$ cat config.mk
export PLATFORM = sky130hd
export DESIGN_NAME = restoring_divider
export DESIGN_NICKNAME = d
export VERILOG_FILES = /design/src/rtl/restoring_divider.sv
export SDC_FILE = /design/constraint.sdc
export NUM_CORES = 1
export LEC_CHECK = 0
export ABC_AREA = 1
export CORE_MARGIN = 1
export CORE_UTILIZATION = 39
export CTS_CLUSTER_DIAMETER = 150
export DETAILED_ROUTE_END_ITERATION = 12
export PLACE_DENSITY = 0.75
export SETUP_SLACK_MARGIN = 0.4
export SYNTH_ARGS = -nofsm -noshare
export SYNTH_HDL_FRONTEND = slang
export SYNTH_SLANG_ARGS = --single-unit
$ cat constraint.sdc
create_clock -name clk -period 4.95 [get_ports clk]
set_clock_uncertainty 0.2 [all_clocks]
set_input_delay 0.99 -clock clk [delete_from_list [all_inputs] [get_ports clk]]
set_output_delay 0.99 -clock clk [all_outputs]
set_load 0.02 [all_outputs]
$ cat src/rtl/restoring_divider.sv
// Sequential 8-bit unsigned restoring divider: one shift/subtract/restore step per enabled clock.
// Quotient and remainder are read straight from the working registers once done is high.
module restoring_divider (
  input  logic       clk,
  input  logic       rst,
  input  logic       start,
  input  logic       enable,
  input  logic [7:0] dividend,
  input  logic [7:0] divisor,
  output logic [7:0] quotient,
  output logic [7:0] remainder,
  output logic       done
);

  logic [8:0] r_a;
  logic [7:0] r_q;
  logic [7:0] r_m;
  logic [3:0] r_cnt;
  logic       r_done;

  logic [8:0] w_shift_a;
  logic [7:0] w_shift_q;
  logic [8:0] w_trial;
  logic       w_step;

  // The partial remainder stays below M, so the shifted value is below 2*M and
  // bit 8 of the 9-bit difference is a reliable "went negative" flag.
  assign w_shift_a = {r_a[7:0], r_q[7]};
  assign w_shift_q = {r_q[6:0], 1'b0};
  assign w_trial   = w_shift_a - {1'b0, r_m};
  assign w_step    = enable && !r_done && (r_cnt < 4'd8);

  always_ff @(posedge clk) begin
    if (rst) begin
      r_a    <= '0;
      r_q    <= '0;
      r_m    <= '0;
      r_cnt  <= '0;
      r_done <= 1'b0;
    end else if (start) begin
      r_a    <= '0;
      r_q    <= dividend;
      r_m    <= divisor;
      r_cnt  <= '0;
      r_done <= 1'b0;
    end else if (w_step) begin
      if (w_trial[8]) begin
        r_a <= w_shift_a;
        r_q <= w_shift_q;
      end else begin
        r_a <= w_trial;
        r_q <= w_shift_q | 8'd1;
      end
      r_cnt <= r_cnt + 4'd1;
      if (r_cnt == 4'd7) begin
        r_done <= 1'b1;
      end
    end
  end

  assign quotient  = r_q;
  assign remainder = r_a[7:0];
  assign done      = r_done;

endmodule

==> results of run 1 <==
==> per-layer routing <==
| metal | wire length (microns) | GRT usage [%] | vias up |
|---|---|---|---|
| li1 | - | - | 845 |
| met1 | 1700 | 20.7 | 688 |
| met2 | 1620 | 29.5 | 40 |
| met3 | 155 | 5.83 | 2 |
| met4 | 8 | 6.25 | 0 |
| met5 | 0 | 0 | - |
==> path summary, 6_finish.rpt <==
check / cells past startpoint / end / slack [ns] / start
min: 2 / r_m[5] / 0.26 / r_m[5]
max reg2reg: 14 / r_a[7] / 2.61 / quotient[7]
min reg2reg: 2 / r_m[5] / 0.26 / r_m[5]
max: 7 / quotient[6] / 1.99 / enable
==> placed cells by master (no fill, tap or decap), drive strengths merged, types with 2 or more instances in the layout <==
cell type	Yosys	final
nand2	70	70
inv	45	45
clkdlybuf4s50	0	36
dfxtp	29	29
a21oi	20	20
nor2	15	15
nand3	14	14
o21ai	13	13
ha	9	9
clkbuf	3	7
a31oi	5	5
o211ai	4	4
a22oi	3	3
nand3b	3	3
or2	2	2
==> critical path: stages <==
cell             delay [ns]
clkdlybuf4s50_1        0.45
nand2_1                0.06
nor2_2                 0.51
inv_1                  0.36
nor2_2                 0.33
a22oi_1                0.11
a21oi_1                0.15
==> stage by stage <==
step / hold slack, ns / utilization (%) / setup slack [ns]
2_1_floorplan: 0.233 / - / 2.68
3_3_place_gp: 0.253 / 51.1 / 1.75
3_5_place_dp: 0.259 / 51.1 / 1.70
4_1_cts: 0.267 / 53.6 / 2.00
5_1_grt: 0.303 / 53.6 / 1.83
6_report: 0.264 / 53.6 / 1.99
==> final cells by class <==
class | instances | area [sq um]
clock buffer | 7 | 96.3
fill | 411 | 1910
tap | 50 | 62.6
multi-input combinational | 163 | 931
inverter | 45 | 169
clock inverter | 1 | 5.00
sequential | 29 | 581
timing repair buffer | 36 | 360
==> registers in the layout, summed over array words and instances (netlist names) <==
| signal | count |
|---|---|
| r_cnt | 4 |
| quotient | 8 |
| r_a | 8 |
| r_m | 8 |
| done | 1 |
==> report_power, final <==
| part | switching (uW) | leakage (uW) | internal [uW] | total (uW) |
|---|---|---|---|---|
| sequential | 8.90 | 0.000238 | 246 | 255 |
| combinational | 101 | 0.000713 | 73.1 | 174 |
| clock | 85.1 | 0.0000542 | 125 | 210 |
| total | 195 | 0.00100 | 444 | 639 |
==> cell families after synthesis <==
logic type,Yosys count,share of synthesized area (%)
AO/OA/AOI/OAI,45,16.3
AND/OR/NAND/NOR,106,29.0
buffers and inverters,51,12.3
flip-flops,29,33.7
adder cells (fa/ha/maj),10,7.70
XOR/XNOR,2,1.02
==> results.yml, run 1 <==
cts:
  cts_tree: "done"
  cts_root_buffer: "clkbuf_8"
  hold_buffers: 0
  clock_sinks: 29
  clk_latency_ns: 0.28
  clk_pin_slew_ns: 0.06
  post_cts_resized: 0
  post_cts_buffers: 0
  numCtsBuffers: 5
  clockBufferDepth: 2
  htree_levels: 2
logic_synthesis:
  ys_seq_area_share_pct: 33.7
  synth_flop_cell: "dfxtp_1"
  synthCells: 243
  synth_area_per_cell_sq_um: 7.09
  synth.cell_area_sq_um: 1720
  synth_nets: 273
  netlist_top_cells_count: "nand2_1 (62), inv_1 (45), dfxtp_1 (29)"
  synth_top_area_share_pct: 33.7
  synth_seq_cells: 29
  yosysUniqueCellTypes: 28
  yosysMostFrequentCell: "nand2_1"
  yosys_warnings: 0
  synth_edf_count: 0
  synth_top_cell_by_area: "dfxtp_1"
  synth_area_leaders: "dfxtp_1 (34%), nand2_1 (14%), inv_1 (9.8%), ha_1 (6.5%), a21oi_1 (4.9%)"
  synthArstFlopShare_pct: 0
worst_setup_path:
  cp.required_ns: 4.96
  critical_path_peak_fanout: 15
  arrival_ns: 2.97
  start_kind: "primary input"
  endpoint_kind: "flip-flop"
  crit_type: "primary input to flip-flop"
timing:
  relSlewSlack_pct: 56.1
  setup_viol_count_final: 0
  finalCriticalPeriod_ns: 2.96
  hold_viol: 0
  worst_pin_slew_ns: 0.658
  rsz0062_at_grt: "no"
  max_freq_mhz: 337
  finalMaxSlewViolations: 0
  setup-tns-final_ns: 0
  fin_crit_sh_pct: 59.9
grt:
  grt_start_max_net_pins: 17
  grt_usage_pct: 17.6
  antenna_found_initial: 0
  globalRouteOverflowTotal: 0
  grt_pass1_wl_mm: 6.04
  grt_pass1_vias: 1449
job:
  cap_violations: 0
hold_path:
  min_path_type: "flip-flop to flip-flop"
detailed_routing:
  wl_per_cell_microns: 10.5
  drt_first_iter_violations: 64
  drcViolationCount: 0
  postRouteAntennaNets: 0
  vias: 1575
  finalWirelength_mm: 3.48
  firstDrtPassIters: 4
  avgViaCountPerCell: 4.76
floorplan:
  die_h_microns: 68.5
  initial_core_util_pct: 41.9
  die_area_sq_um: 4690
  num_io_pins: 37
  core_sq_um: 4120
  die_w_microns: 68.5
  rows: 23
pwr:
  leakage_uw: 0.00100
  finalPower_uw: 639
  powerDensity_nw_per_um2: 290
  ir_worst_vdd_mv: 0.145
placed_design:
  place.gp.congestion: 0.903
  numPortBuffers: 36
  hpwl_mm: 2.71
  dp.cells: 323
  placed_area_sq_um: 2100
layout:
  drive_gt1_share_pct: 11.7
  design_area_sq_um: 2200
  nNetsFinal: 310
  area_growth_pct: 28.0
  final_cell_count_no_fill: 331
  n_antenna_cell: 0
status:
  status: "finished clean"
Note: power is estimated with default switching activity, not from simulation.
==> run 2, diff against run 1 <==
PLACE_DENSITY = 0.77   (was 0.75)
clock period = 2.4 ns   (was 4.95 ns; I/O delays follow)
==> run 2 against run 1 <==
- register-to-register slack lost 2.2 ns
- hold slack lost 0.0029 ns
- combinational power grew 130%
- final cell count grew 1.8%
- first-iteration DRC count grew 31%
- largest power group unchanged
==> results.yml, run 2 (same netlist as run 1, synthesis figures left out) <==
worst_setup_path:
  worstRegToRegCells: 14
  crit_type: "flip-flop to flip-flop"
  start_kind: "flip-flop"
  crit_path_frequent_cell: "nand2_4"
  cp.required_ns: 2.41
  arrival_ns: 2.03
  r2r_end: "r_a[7]"
  cpPeakStageDelay_ns: 0.36
  regToRegSetupSlack_ns: 0.38
  reg2reg_from: "quotient[7]"
  path_cells: "inv_4 -> ha_4 -> fa_2 -> inv_2 -> nand2_4 -> nand2_4 -> nand3_4 -> nand2_2 -> nand2_4 -> nand2_8 -> nand2_2 -> nand2_1 -> nand2_1 -> a21oi_1"
  critical_path_peak_fanout: 7
  endpoint_kind: "flip-flop"
  crit_slowest_cell: "dfxtp_4"
layout:
  fillerInstances: 391
  seq_area_sq_um: 586
  layout_common_cells: "nand2_1 (59), inv_1 (43), clkdlybuf4s50_1 (29), dfxtp_1 (27), a21oi_1 (17)"
  multi_input_area_sq_um: 1010
  n_antenna_cell: 0
  final_common_cell: "nand2_1"
  final_cell_count_no_fill: 337
  drive_gt1_share_pct: 16.7
  area_growth_pct: 35.1
  nNetsFinal: 316
detailed_routing:
  avgViaCountPerCell: 4.80
  drt-met1-wl_mm: 1.66
  vias: 1617
  wl_per_cell_microns: 10.9
  drt_first_iter_violations: 84
  wl_met2_mm: 1.77
  wl_met3_microns: 190
  drcViolationCount: 0
  postRouteAntennaNets: 0
  finalWirelength_mm: 3.68
  dr.max_layer_used: "met4"
  firstDrtPassIters: 4
placed_design:
  numPortBuffers: 36
  place.gp.congestion: 0.815
  dp.cells: 326
  hpwl_mm: 2.83
cts:
  hold_buffers: 0
  htree_levels: 2
  clk_latency_ns: 0.28
  clockBufferDepth: 2
  cts_tree: "done"
  numCtsBuffers: 5
  clock_sinks: 29
  clk_pin_slew_ns: 0.06
  cts_root_buffer: "clkbuf_8"
grt:
  globalRouteOverflowTotal: 0
  grt_usage_pct: 17.9
  grt_pass1_vias: 1460
  grt_pass1_wl_mm: 5.99
  grt_start_max_net_pins: 17
  antenna_found_initial: 0
timing:
  relSlewSlack_pct: 64.0
  max_freq_mhz: 495
  finalMaxSlewViolations: 0
  setup_viol_count_final: 0
  rsz0062_at_grt: "yes"
  hold_viol: 0
  worst_pin_slew_ns: 0.539
  fin_crit_sh_pct: 84.2
  finalCriticalPeriod_ns: 2.02
  setup-tns-final_ns: 0
job:
  cap_violations: 0
floorplan:
  initial_core_util_pct: 41.9
  die_h_microns: 68.5
  num_io_pins: 37
  die_area_sq_um: 4690
  die_w_microns: 68.5
  core_sq_um: 4120
  rows: 23
hold_path:
  worstHoldStart: "r_m[5]"
  min_path_type: "flip-flop to flip-flop"
  holdPathEnd: "r_m[5]"
  hold_depth: 2
pwr:
  powerDensity_nw_per_um2: 587
  leakage_uw: 0.00112
  ir_worst_vdd_mv: 0.276
status:
  status: "finished clean"
[run 2: cell count changes in the layout (fill, tap and decap cells not counted), moves of 3 or more]
cell / previous run / this run
buf_4: 0 / 5
clkdlybuf4s50_1: 36 / 29
dlygate4sd2_1: 0 / 4
dlymetal6s2s_1: 0 / 3
nand2_1: 62 / 59
[run 2: critical path, delay by kind of cell (launching register included)]
kind	cells	cell delay, ns
AOI/OAI and AO/OA	1	0.11
adders and majority gates	2	0.48
buffers and inverters	2	0.12
DFF	1	0.36
and+or+nand+nor	9	0.67
[run 2: timing repair]
| action | in CTS | in global routing |
|---|---|---|
| hold endpoints to repair | 0 | 0 |
| gates cloned | 1 | 0 |
| setup endpoints to repair | 13 | 12 |
| gates resized for setup | 7 | 6 |
| pin swaps | 3 | 4 |
| buffers inserted | 0 | 2 |
[run 2: report_power, final]
group | switching (uW) | internal [uW]
Sequential | 19.3 | 507
Combinational | 233 | 175
Clock | 175 | 258
Total | 428 | 940
[run 2: through the flow]
| step | utilization (%) | power (uW) | setup WS (ns) | hold slack, ns | instance area (sq um) |
|---|---|---|---|---|---|
| 3_5_place_dp | 52.5 | 911 | 0.287 | 0.259 | 2160 |
| 3_3_place_gp | 52.5 | 904 | 0.308 | 0.250 | 2160 |
| 5_1_grt | 56.6 | 1450 | 0.269 | 0.290 | 2330 |
| 2_1_floorplan | - | 821 | 0.373 | 0.233 | 1760 |
| 4_1_cts | 55.6 | 1370 | 0.397 | 0.268 | 2290 |
| 6_report | 56.6 | 1370 | 0.379 | 0.262 | 2330 |
[run 2: metal layers]
metal	vias to the layer above	track usage [%]
li1	860	-
met1	708	19.8
met2	43	30.6
met3	6	5.50
met4	0	9.11
met5	-	0
[run 2: final cells by class]
cell class	count	share of cell area, %
clock inverter	1	0.215
multi-input combinational	164	43.3
tap	50	2.69
timing repair buffer	41	17.2
inverter	45	7.36
sequential	29	25.1
clock buffer	7	4.14
[run 2: worst max path at each step]
| stage | startpoint | to | slack (ns) |
|---|---|---|---|
| floorplan | quotient[7] | r_a[5] | 0.37 |
| global placement | start | r_a[0] | 0.31 |
| detailed placement | enable | quotient[6] | 0.29 |
| CTS | quotient[7] | r_a[7] | 0.40 |
| global route | quotient[7] | r_a[7] | 0.27 |
| finish | quotient[7] | r_a[7] | 0.38 |
==> run 3, diff against run 2 <==
clock period = 1.7 ns   (was 2.4 ns; I/O delays follow)
==> run 3 against run 2 <==
- the flow now finishes with violations (setup timing)
- final area rose by 25%
- register-to-register slack got worse by 0.69 ns
- clock power rose by 64%
- sequential power rose by 41%
- power rose by 62%
- critical endpoint unchanged
- largest cell class unchanged
- largest power group is now combinational cells
==> results.yml, run 3 (same netlist as run 1, synthesis figures left out) <==
status:
  status: "finished with violations"
  violations: "setup timing"
floorplan:
  rows: 23
  die_h_microns: 68.5
  die_area_sq_um: 4690
  die_w_microns: 68.5
  initial_core_util_pct: 41.9
  num_io_pins: 37
  core_sq_um: 4120
grt:
  grt_start_max_net_pins: 16
  globalRouteOverflowTotal: 0
  grt_pass1_vias: 1699
  antenna_found_initial: 0
  grt_usage_pct: 21.5
  grt_pass1_wl_mm: 7.33
placed_design:
  dp.cells: 364
  dp_slack_ns: -0.366
  placed_area_sq_um: 2450
  place.gp.congestion: 0.825
  hpwl_mm: 3.19
  numPortBuffers: 36
detailed_routing:
  vias: 1864
  drcViolationCount: 0
  finalWirelength_mm: 4.90
  postRouteAntennaNets: 0
  wl_per_cell_microns: 12.6
  drt_first_iter_violations: 68
  avgViaCountPerCell: 4.80
  firstDrtPassIters: 4
layout:
  final_cell_count_no_fill: 388
  drive_gt1_share_pct: 44.7
  final_common_cell: "nand2_1"
  n_antenna_cell: 0
  fillerInstances: 332
  multi_input_area_sq_um: 1100
  seq_area_sq_um: 611
  area_growth_pct: 69.2
  nNetsFinal: 367
  design_area_sq_um: 2920
  layout_common_cells: "nand2_1 (52), buf_4 (42), inv_1 (40), buf_6 (30)"
worst_setup_path:
  arrival_ns: 1.98
  start_kind: "flip-flop"
  crit_type: "flip-flop to flip-flop"
  regToRegSetupSlack_ns: -0.31
  cp.required_ns: 1.67
  critical_path_peak_fanout: 4
  endpoint_kind: "flip-flop"
timing:
  hold_viol: 0
  rsz0062_at_grt: "yes"
  max_freq_mhz: 497
  finalMaxSlewViolations: 0
  finalCriticalPeriod_ns: 2.01
  worst_pin_slew_ns: 0.429
  relSlewSlack_pct: 71.4
  fin_crit_sh_pct: 118
  setup_viol_count_final: 9
  setup_ws_ns: -0.311
cts:
  cts_root_buffer: "clkbuf_8"
  htree_levels: 2
  hold_buffers: 0
  clk_latency_ns: 0.29
  cts_tree: "done"
  clk_pin_slew_ns: 0.07
  clock_sinks: 29
  clockBufferDepth: 2
  numCtsBuffers: 5
pwr:
  ir_worst_vdd_mv: 0.518
  leakage_uw: 0.00140
  powerDensity_nw_per_um2: 762
hold_path:
  min_path_type: "flip-flop to flip-flop"
job:
  cap_violations: 0
[run 3: changes by cell type in the layout (fill, tap and decap cells not counted), sizes merged]
| cell | delta |
|---|---|
| clkbuf | -1 |
| clkdlybuf4s50 | -12 |
| buf | +68 |
| dlygate4sd2 | -2 |
| bufinv | +1 |
| dlymetal6s2s | -3 |
[run 3: layout make-up]
class	count	share of cell area (%)
multi-input cells	164	37.8
repair buffers	92	29.4
flip-flops and latches	29	20.9
inverters	45	6.05
clock buffers	6	2.49
well taps	50	2.15
clock inverters	2	1.20
[run 3: timing repair]
item | CTS | global route
cloned | 1 | 0
pin swaps | 9 | 14
setup endpoints to repair | 45 | 43
resized for setup | 138 | 34
endpoints found under the hold margin | 0 | 0
setup buffers | 9 | 6
[run 3: per-stage QoR]
step / util [%] / setup TNS, ns / power (uW) / hold WS (ns)
detailed placement: 59.6 / -3.63 / 1380 / 0.277
global placement: 59.6 / -2.73 / 1370 / 0.258
floorplan: - / -2.77 / 1160 / 0.233
CTS: 67.3 / -2.37 / 2180 / 0.293
global route: 70.8 / -3.44 / 2340 / 0.280
finish: 70.8 / -2.49 / 2220 / 0.258
[run 3: critical path, cell delays in order (launching register included)]
cell	delay, ns
dfxtp_4	0.36
inv_4	0.04
ha_4	0.15
fa_2	0.33
inv_2	0.06
nand2_2	0.05
nand2_2	0.09
nand3_4	0.09
nand2_4	0.08
nand2_4	0.08
buf_6	0.14
nand3_1	0.06
nand2_1	0.05
nand2_1	0.05
a21oi_1	0.05
[run 3: worst paths after layout]
path / depth (start not counted) / end / start
min reg2reg: 1 / r_cnt[0] / r_cnt[0]
max: 14 / r_a[7] / quotient[7]
max reg2reg: 14 / r_a[7] / quotient[7]
min: 1 / r_cnt[0] / r_cnt[0]
[run 3: power breakdown]
group / internal [uW] / total (uW) / switching, uW
clock network: 434 / 710 / 276
registers: 717 / 743 / 25.7
logic: 367 / 768 / 401
[run 3: metal layers]
layer,share of wire [%],wire length [microns],vias up,global-route usage (%)
met3,4.2,208,6,5.67
met1,41,1990,845,23.4
li1,-,-,964,-
met4,1.2,60,0,7.81
met2,54,2640,49,39.2
met5,0,0,-,0
